$ cat config.mk
export PLATFORM = sky130hd
export DESIGN_NAME = spi_flash_responder
export DESIGN_NICKNAME = d
export VERILOG_FILES = /design/src/rtl/spi_flash_responder.sv
export SDC_FILE = /design/constraint.sdc
export NUM_CORES = 1
export LEC_CHECK = 0
export CAP_MARGIN = 40
export CORE_UTILIZATION = 45
export DETAILED_ROUTE_END_ITERATION = 8
export PLACE_DENSITY = 0.68
export REMOVE_ABC_BUFFERS = 1
export SLEW_MARGIN = 40
export SYNTH_ARGS = -nofsm -noshare
export SYNTH_HDL_FRONTEND = slang
export SYNTH_SLANG_ARGS = --single-unit
$ cat constraint.sdc
create_clock -name CLK -period 2.9 [get_ports CLK]
set_clock_uncertainty 0.1 [all_clocks]
set_input_delay 0.87 -clock CLK [delete_from_list [all_inputs] [get_ports CLK]]
set_output_delay 0.87 -clock CLK [all_outputs]
set_load 0.02 [all_outputs]
$ cat src/rtl/spi_flash_responder.sv
// SPI (mode 0) serial-flash responder: READ 0x03, JEDEC ID 0x9F, STATUS 0x05.
// Optional FAST READ 0x0B with 8 dummy clocks when SPI_RESP_FASTREAD_EN is defined.
module spi_flash_responder #(
    parameter logic [23:0] JEDEC_ID   = 24'h202015,
    parameter logic [7:0]  STATUS_VAL = 8'h00
) (
    input  logic        CLK,
    input  logic        RESET,
    input  logic        SCK,
    input  logic        CSB,
    input  logic        MOSI,
    output logic        MISO,
    output logic        MISO_OE,
    output logic [23:0] MEM_ADDR,
    output logic        MEM_RD,
    input  logic [7:0]  MEM_DATA
);
    typedef enum logic [2:0] {IDLE, CMD, ADDR, DUMMY, DATA, IGNORE} state_t;
    typedef enum logic [1:0] {SRC_READ, SRC_ID, SRC_STAT} src_t;

    logic [1:0]  sck_s, csb_s, mosi_s;
    logic        sck_d, csb_d, rst_done, armed;
    logic        sck_rise, sck_fall, csb_fall;
    state_t      state, nxt, dec_state;
    src_t        src, dec_src;
    logic        fast, dec_fast;
    logic [4:0]  bit_cnt;
    logic [23:0] sh_in;
    logic [7:0]  sh_out, cmd_byte, id_byte;
    logic [2:0]  out_cnt;
    logic [1:0]  id_idx;
    logic        miso_q, rd_d, cmd_done, addr_done, data_fall;

    // armed only after CSB has really been sampled high, so a CSB held low
    // across reset does not look like a fresh select
    always_ff @(posedge CLK or posedge RESET) begin
        if (RESET) begin
            sck_s    <= 2'b00;
            csb_s    <= 2'b11;
            mosi_s   <= 2'b00;
            sck_d    <= 1'b0;
            csb_d    <= 1'b1;
            rst_done <= 1'b0;
            armed    <= 1'b0;
        end else begin
            sck_s    <= {sck_s[0], SCK};
            csb_s    <= {csb_s[0], CSB};
            mosi_s   <= {mosi_s[0], MOSI};
            sck_d    <= sck_s[1];
            csb_d    <= csb_s[1];
            rst_done <= 1'b1;
            armed    <= armed | (rst_done & csb_s[0]);
        end
    end

    assign sck_rise  = sck_s[1] & ~sck_d;
    assign sck_fall  = ~sck_s[1] & sck_d;
    assign csb_fall  = ~csb_s[1] & csb_d;
    assign cmd_byte  = {sh_in[6:0], mosi_s[1]};
    assign cmd_done  = (state == CMD) & ~csb_s[1] & sck_rise & (bit_cnt == 5'd7);
    assign addr_done = (state == ADDR) & ~csb_s[1] & sck_rise & (bit_cnt == 5'd23);
    assign data_fall = (state == DATA) & ~csb_s[1] & sck_fall;

    always_comb begin
        dec_state = IGNORE;
        dec_src   = SRC_READ;
        dec_fast  = 1'b0;
        case (cmd_byte)
            8'h03: dec_state = ADDR;
            8'h9F: begin dec_state = DATA; dec_src = SRC_ID;   end
            8'h05: begin dec_state = DATA; dec_src = SRC_STAT; end
`ifdef SPI_RESP_FASTREAD_EN
            8'h0B: begin dec_state = ADDR; dec_fast = 1'b1;   end
`endif
            default: ;
        endcase
    end

    always_comb begin
        case (id_idx)
            2'd0:    id_byte = JEDEC_ID[23:16];
            2'd1:    id_byte = JEDEC_ID[15:8];
            default: id_byte = JEDEC_ID[7:0];
        endcase
    end

    always_ff @(posedge CLK or posedge RESET) begin
        if (RESET) state <= IDLE;
        else       state <= nxt;
    end

    always_comb begin
        nxt = state;
        if (csb_s[1]) begin
            nxt = IDLE;
        end else begin
            case (state)
                IDLE:  if (csb_fall && armed) nxt = CMD;
                CMD:   if (cmd_done) nxt = dec_state;
                ADDR:  if (addr_done) nxt = fast ? DUMMY : DATA;
                DUMMY: if (sck_rise && bit_cnt == 5'd7) nxt = DATA;
                default: ;
            endcase
        end
    end

    always_comb begin
        MISO_OE = (state == DATA) & ~csb_s[1];
        MISO    = MISO_OE & miso_q;
    end

    always_ff @(posedge CLK or posedge RESET) begin
        if (RESET) begin
            bit_cnt  <= '0;
            sh_in    <= '0;
            sh_out   <= '0;
            out_cnt  <= '0;
            id_idx   <= '0;
            src      <= SRC_READ;
            fast     <= 1'b0;
            miso_q   <= 1'b0;
            MEM_ADDR <= '0;
            MEM_RD   <= 1'b0;
            rd_d     <= 1'b0;
        end else begin
            MEM_RD <= 1'b0;
            rd_d   <= MEM_RD;
            if (rd_d) sh_out <= MEM_DATA;
            if (nxt != state)
                bit_cnt <= '0;
            else if (sck_rise && (state == CMD || state == ADDR || state == DUMMY))
                bit_cnt <= bit_cnt + 5'd1;
            if (sck_rise) sh_in <= {sh_in[22:0], mosi_s[1]};
            if (cmd_done) begin
                src    <= dec_src;
                fast   <= dec_fast;
                id_idx <= 2'd1;
                if (dec_src == SRC_ID)   sh_out <= JEDEC_ID[23:16];
                if (dec_src == SRC_STAT) sh_out <= STATUS_VAL;
            end
            if (addr_done) begin
                MEM_ADDR <= {sh_in[22:0], mosi_s[1]};
                MEM_RD   <= 1'b1;
            end
            // first data bit goes out on the fall following the last command/address rise
            if (data_fall) begin
                miso_q  <= sh_out[7];
                sh_out  <= {sh_out[6:0], 1'b0};
                out_cnt <= out_cnt + 3'd1;
                if (out_cnt == 3'd7) begin
                    case (src)
                        SRC_READ: begin
                            MEM_ADDR <= MEM_ADDR + 24'd1;
                            MEM_RD   <= 1'b1;
                        end
                        SRC_ID: begin
                            sh_out <= id_byte;
                            id_idx <= (id_idx == 2'd2) ? 2'd0 : id_idx + 2'd1;
                        end
                        default: sh_out <= STATUS_VAL;
                    endcase
                end
            end
            if (state != DATA) begin
                out_cnt <= '0;
                miso_q  <= 1'b0;
            end
        end
    end
endmodule
==> flow_summary.toml <==
[status]
outcome = "complete, no violations"

[synthesis]
synth.yosys.seq_area_share_pct = 51.5
ys_types = 55
yosys-top-cells-area = "dfrtp_1, mux2_2, nand2_1"
ys_async_sr_fraction_pct = 100
synth_ff_type = "dfrtp_1"
postSynthAreaPerCell_um2 = 10.2
yosysTopAreaCell = "dfrtp_1"
synth_warnings = 0
syn_inst = 397
synth_edf_count = 0
ys_ff_latch = 83
yosysTopAreaCellShare_pct = 49.6
syn-cell-area_um2 = 4040

[global_routing]
grt_max_degree = 84
use_met3_pct = 4.05
grt_pass1_vias = 2999
grt_use_met2_pct = 28.6
grtUsageTotal_pct = 19.6
busiest_layer = "met1"
antenna_found_initial = 0
grt_remaining_overflow = 0
use_met1_pct = 28.9
grt_pass1_wl_mm = 14.8

[clock_network]
numCtsBuffers = 9
clock_sinks = 83
worstSkewPairLatency_ns = 0.35
path_clk_slew_ns = 0.08
htreeDepth = 3
root_buffer = "clkbuf_8"
clockBufferDepth = 2
holdBufCountCts = 0
cts_tree = "yes"

[timing]
holdWs_ns = 0.249
tightest_slew_ns = 0.624
hold_violations = 0
drv_slew = 0
fin_crit_sh_pct = 88.2
fmax_mhz = 391
max_slew_margin_pct = 58.1
setup_violations = 0
rsz0062_at_grt = "false"
finalCriticalPeriod_ns = 2.56
layout_setup_ws_ns = 0.344

[drt]
drc = 0
avgViaCountPerCell = 5.78
drtIter0Drc = 178
drt_pre_antenna_iters = 4
ant_nets = 0
vias = 3187
wl_per_cell_um = 15.5
postRouteWirelength_mm = 8.57

[floorplanning]
row_count = 34
io-pin-count = 40
die_y_um = 96.7
core_area_um2 = 8720
dieArea_um2 = 9360
initial_core_util_pct = 46.3
die_w_um = 96.7

[worst_setup_path]
crit_fanout = 11
cp.required_ns = 1.93
setup.worst_path.class = "register to primary output"
crit_path_start_kind = "register"
worst_setup_path_end_kind = "primary output"
rrSetupSlack_ns = 0.39
critical_path_arrival_ns = 1.59

[cells_and_area]
final_area_um2 = 4780
post_route_cells_drive_above_1_share_pct = 14.4
final_nets = 455
syn_to_final_growth_pct = 18.4
nFillCells = 756
antenna_cells = 0

[pwr]
p_leak_uw = 0.00205
power.density_nw_per_um2 = 518
ir_drop_mv = 0.245

[placement]
dp_worst_setup_slack_ns = 0.357
placed_area_um2 = 4550
dpl.hpwl_mm = 5.89
routabilityCongestion = 0.851
port_buffers = 39

[run]
timing.max_cap.violations = 0

[min_path]
min_path_type = "register to register"
[critical path, cell delays in order, from the launching register on]
cell            delay [ns]
dfrtp_2               0.49
nor4b_4               0.36
and2_1                0.17
dlymetal6s2s_1        0.22
[timing repair]
| action | CTS | global route |
|---|---|---|
| pin swaps | 0 | 1 |
| setup endpoints to repair | 1 | 1 |
| buffers inserted | 0 | 1 |
| gates resized for setup | 1 | 2 |
| gates cloned | 0 | 0 |
[final cells by class]
class	instances	area, um^2	share of cell area [%]
clock buffers	14	153	3.19
clock inverters	2	60.1	1.26
inverters	9	35.0	0.733
multi-input cells	285	1830	38.2
flip-flops and latches	83	2080	43.5
well taps	108	135	2.83
repair buffers	50	490	10.3
[sequential cells by signal, indices dropped and copies added (netlist names)]
register  flops
MEM_ADDR     24
MEM_RD        1
armed         1
bit_cnt       5
csb_d         1
csb_s         2
id_idx        2
miso_q        1
mosi_s        2
out_cnt       3
rd_d          1
rst_done      1
sck_d         1
sck_s         2
sh_in        23
sh_out        8
src           2
state         3
[placed cells by master, fill, tap and decap left out, types with 3 or more instances in the layout]
cell type        netlist  final
nand2b_1               6      6
a21oi_1               14     14
and3_1                 5      5
a211oi_1               6      6
nor3_1                16     16
o22ai_1                8      8
mux2i_1                9      9
o221a_2                3      3
nand2_1               46     46
o311ai_0               3      3
clkdlybuf4s50_1        0     37
inv_1                  9      8
nand4_1               10     10
o211ai_1               4      4
nand3_1               21     21
dfstp_2                3      3
ha_1                   4      4
clkbuf_1              11      4
dfrtp_1               80     79
buf_4                  1     10
nor4_1                 5      5
a31oi_1                5      5
o21ai_0               27     27
mux2_2                22     22
and4_1                 6      6
and2_1                 5      5
clkbuf_8               0     10
xnor2_1                3      3
nor2_1                23     23
[Yosys cell counts, drive strengths merged, types with 4 or more instances]
| library cell | number |
|---|---|
| a211oi | 6 |
| a21oi | 14 |
| a31oi | 5 |
| and2 | 5 |
| and3 | 5 |
| and4 | 6 |
| buf | 9 |
| clkbuf | 11 |
| dfrtp | 80 |
| ha | 4 |
| inv | 9 |
| mux2 | 22 |
| mux2i | 9 |
| nand2 | 46 |
| nand2b | 6 |
| nand3 | 21 |
| nand4 | 10 |
| nor2 | 24 |
| nor3 | 16 |
| nor4 | 6 |
| o211ai | 4 |
| o21ai | 28 |
| o22ai | 8 |
[power by group]
group | leakage, uW | switching [uW] | internal [uW] | total (uW)
sequential | 0.00107 | 98.6 | 1260 | 1360
clock | 0.000105 | 392 | 511 | 904
combinational | 0.000878 | 90.1 | 124 | 214
[cell families (layout without fill, tap and decap cells)]
group / count (synthesis) / after routing / share of synthesized area, %
and+or+nand+nor: 157 / 157 / 20.5
AOI/OAI and AO/OA: 87 / 87 / 13.9
DFF: 83 / 83 / 51.5
muxes: 31 / 31 / 8.36
buffers and inverters: 29 / 75 / 3.28
xor gates and xnor gates: 5 / 5 / 1.08
adders and majority gates: 4 / 4 / 1.24
other: 1 / 1 / 0.0928
[metal layers]
metal	routed length [um]	up-vias
li1	-	1535
met1	4290	1583
met2	3860	60
met3	338	9
met4	75	0
met5	0	-
[worst paths after layout]
check	startpoint	to	depth (start not counted)
max	state[1]	MISO	3
min	mosi_s[0]	mosi_s[1]	0
max reg2reg	state[1]	MEM_ADDR[13]	7
min reg2reg	mosi_s[0]	mosi_s[1]	0
max in group asynchronous	RESET	csb_s[0]	3
min in group asynchronous	RESET	sh_in[11]	3
[stage by stage]
stage               cells  power (uW)  util (%)  TNS [ns]
floorplan             377        1510         -    -16.15
global route          551        2590      54.8         0
finish                551        2480      54.8         0
detailed placement    534        1600      52.2         0
CTS                   550        2510      54.7         0
global placement      534        1590      52.2         0
Power figures use the tool's default switching activity.
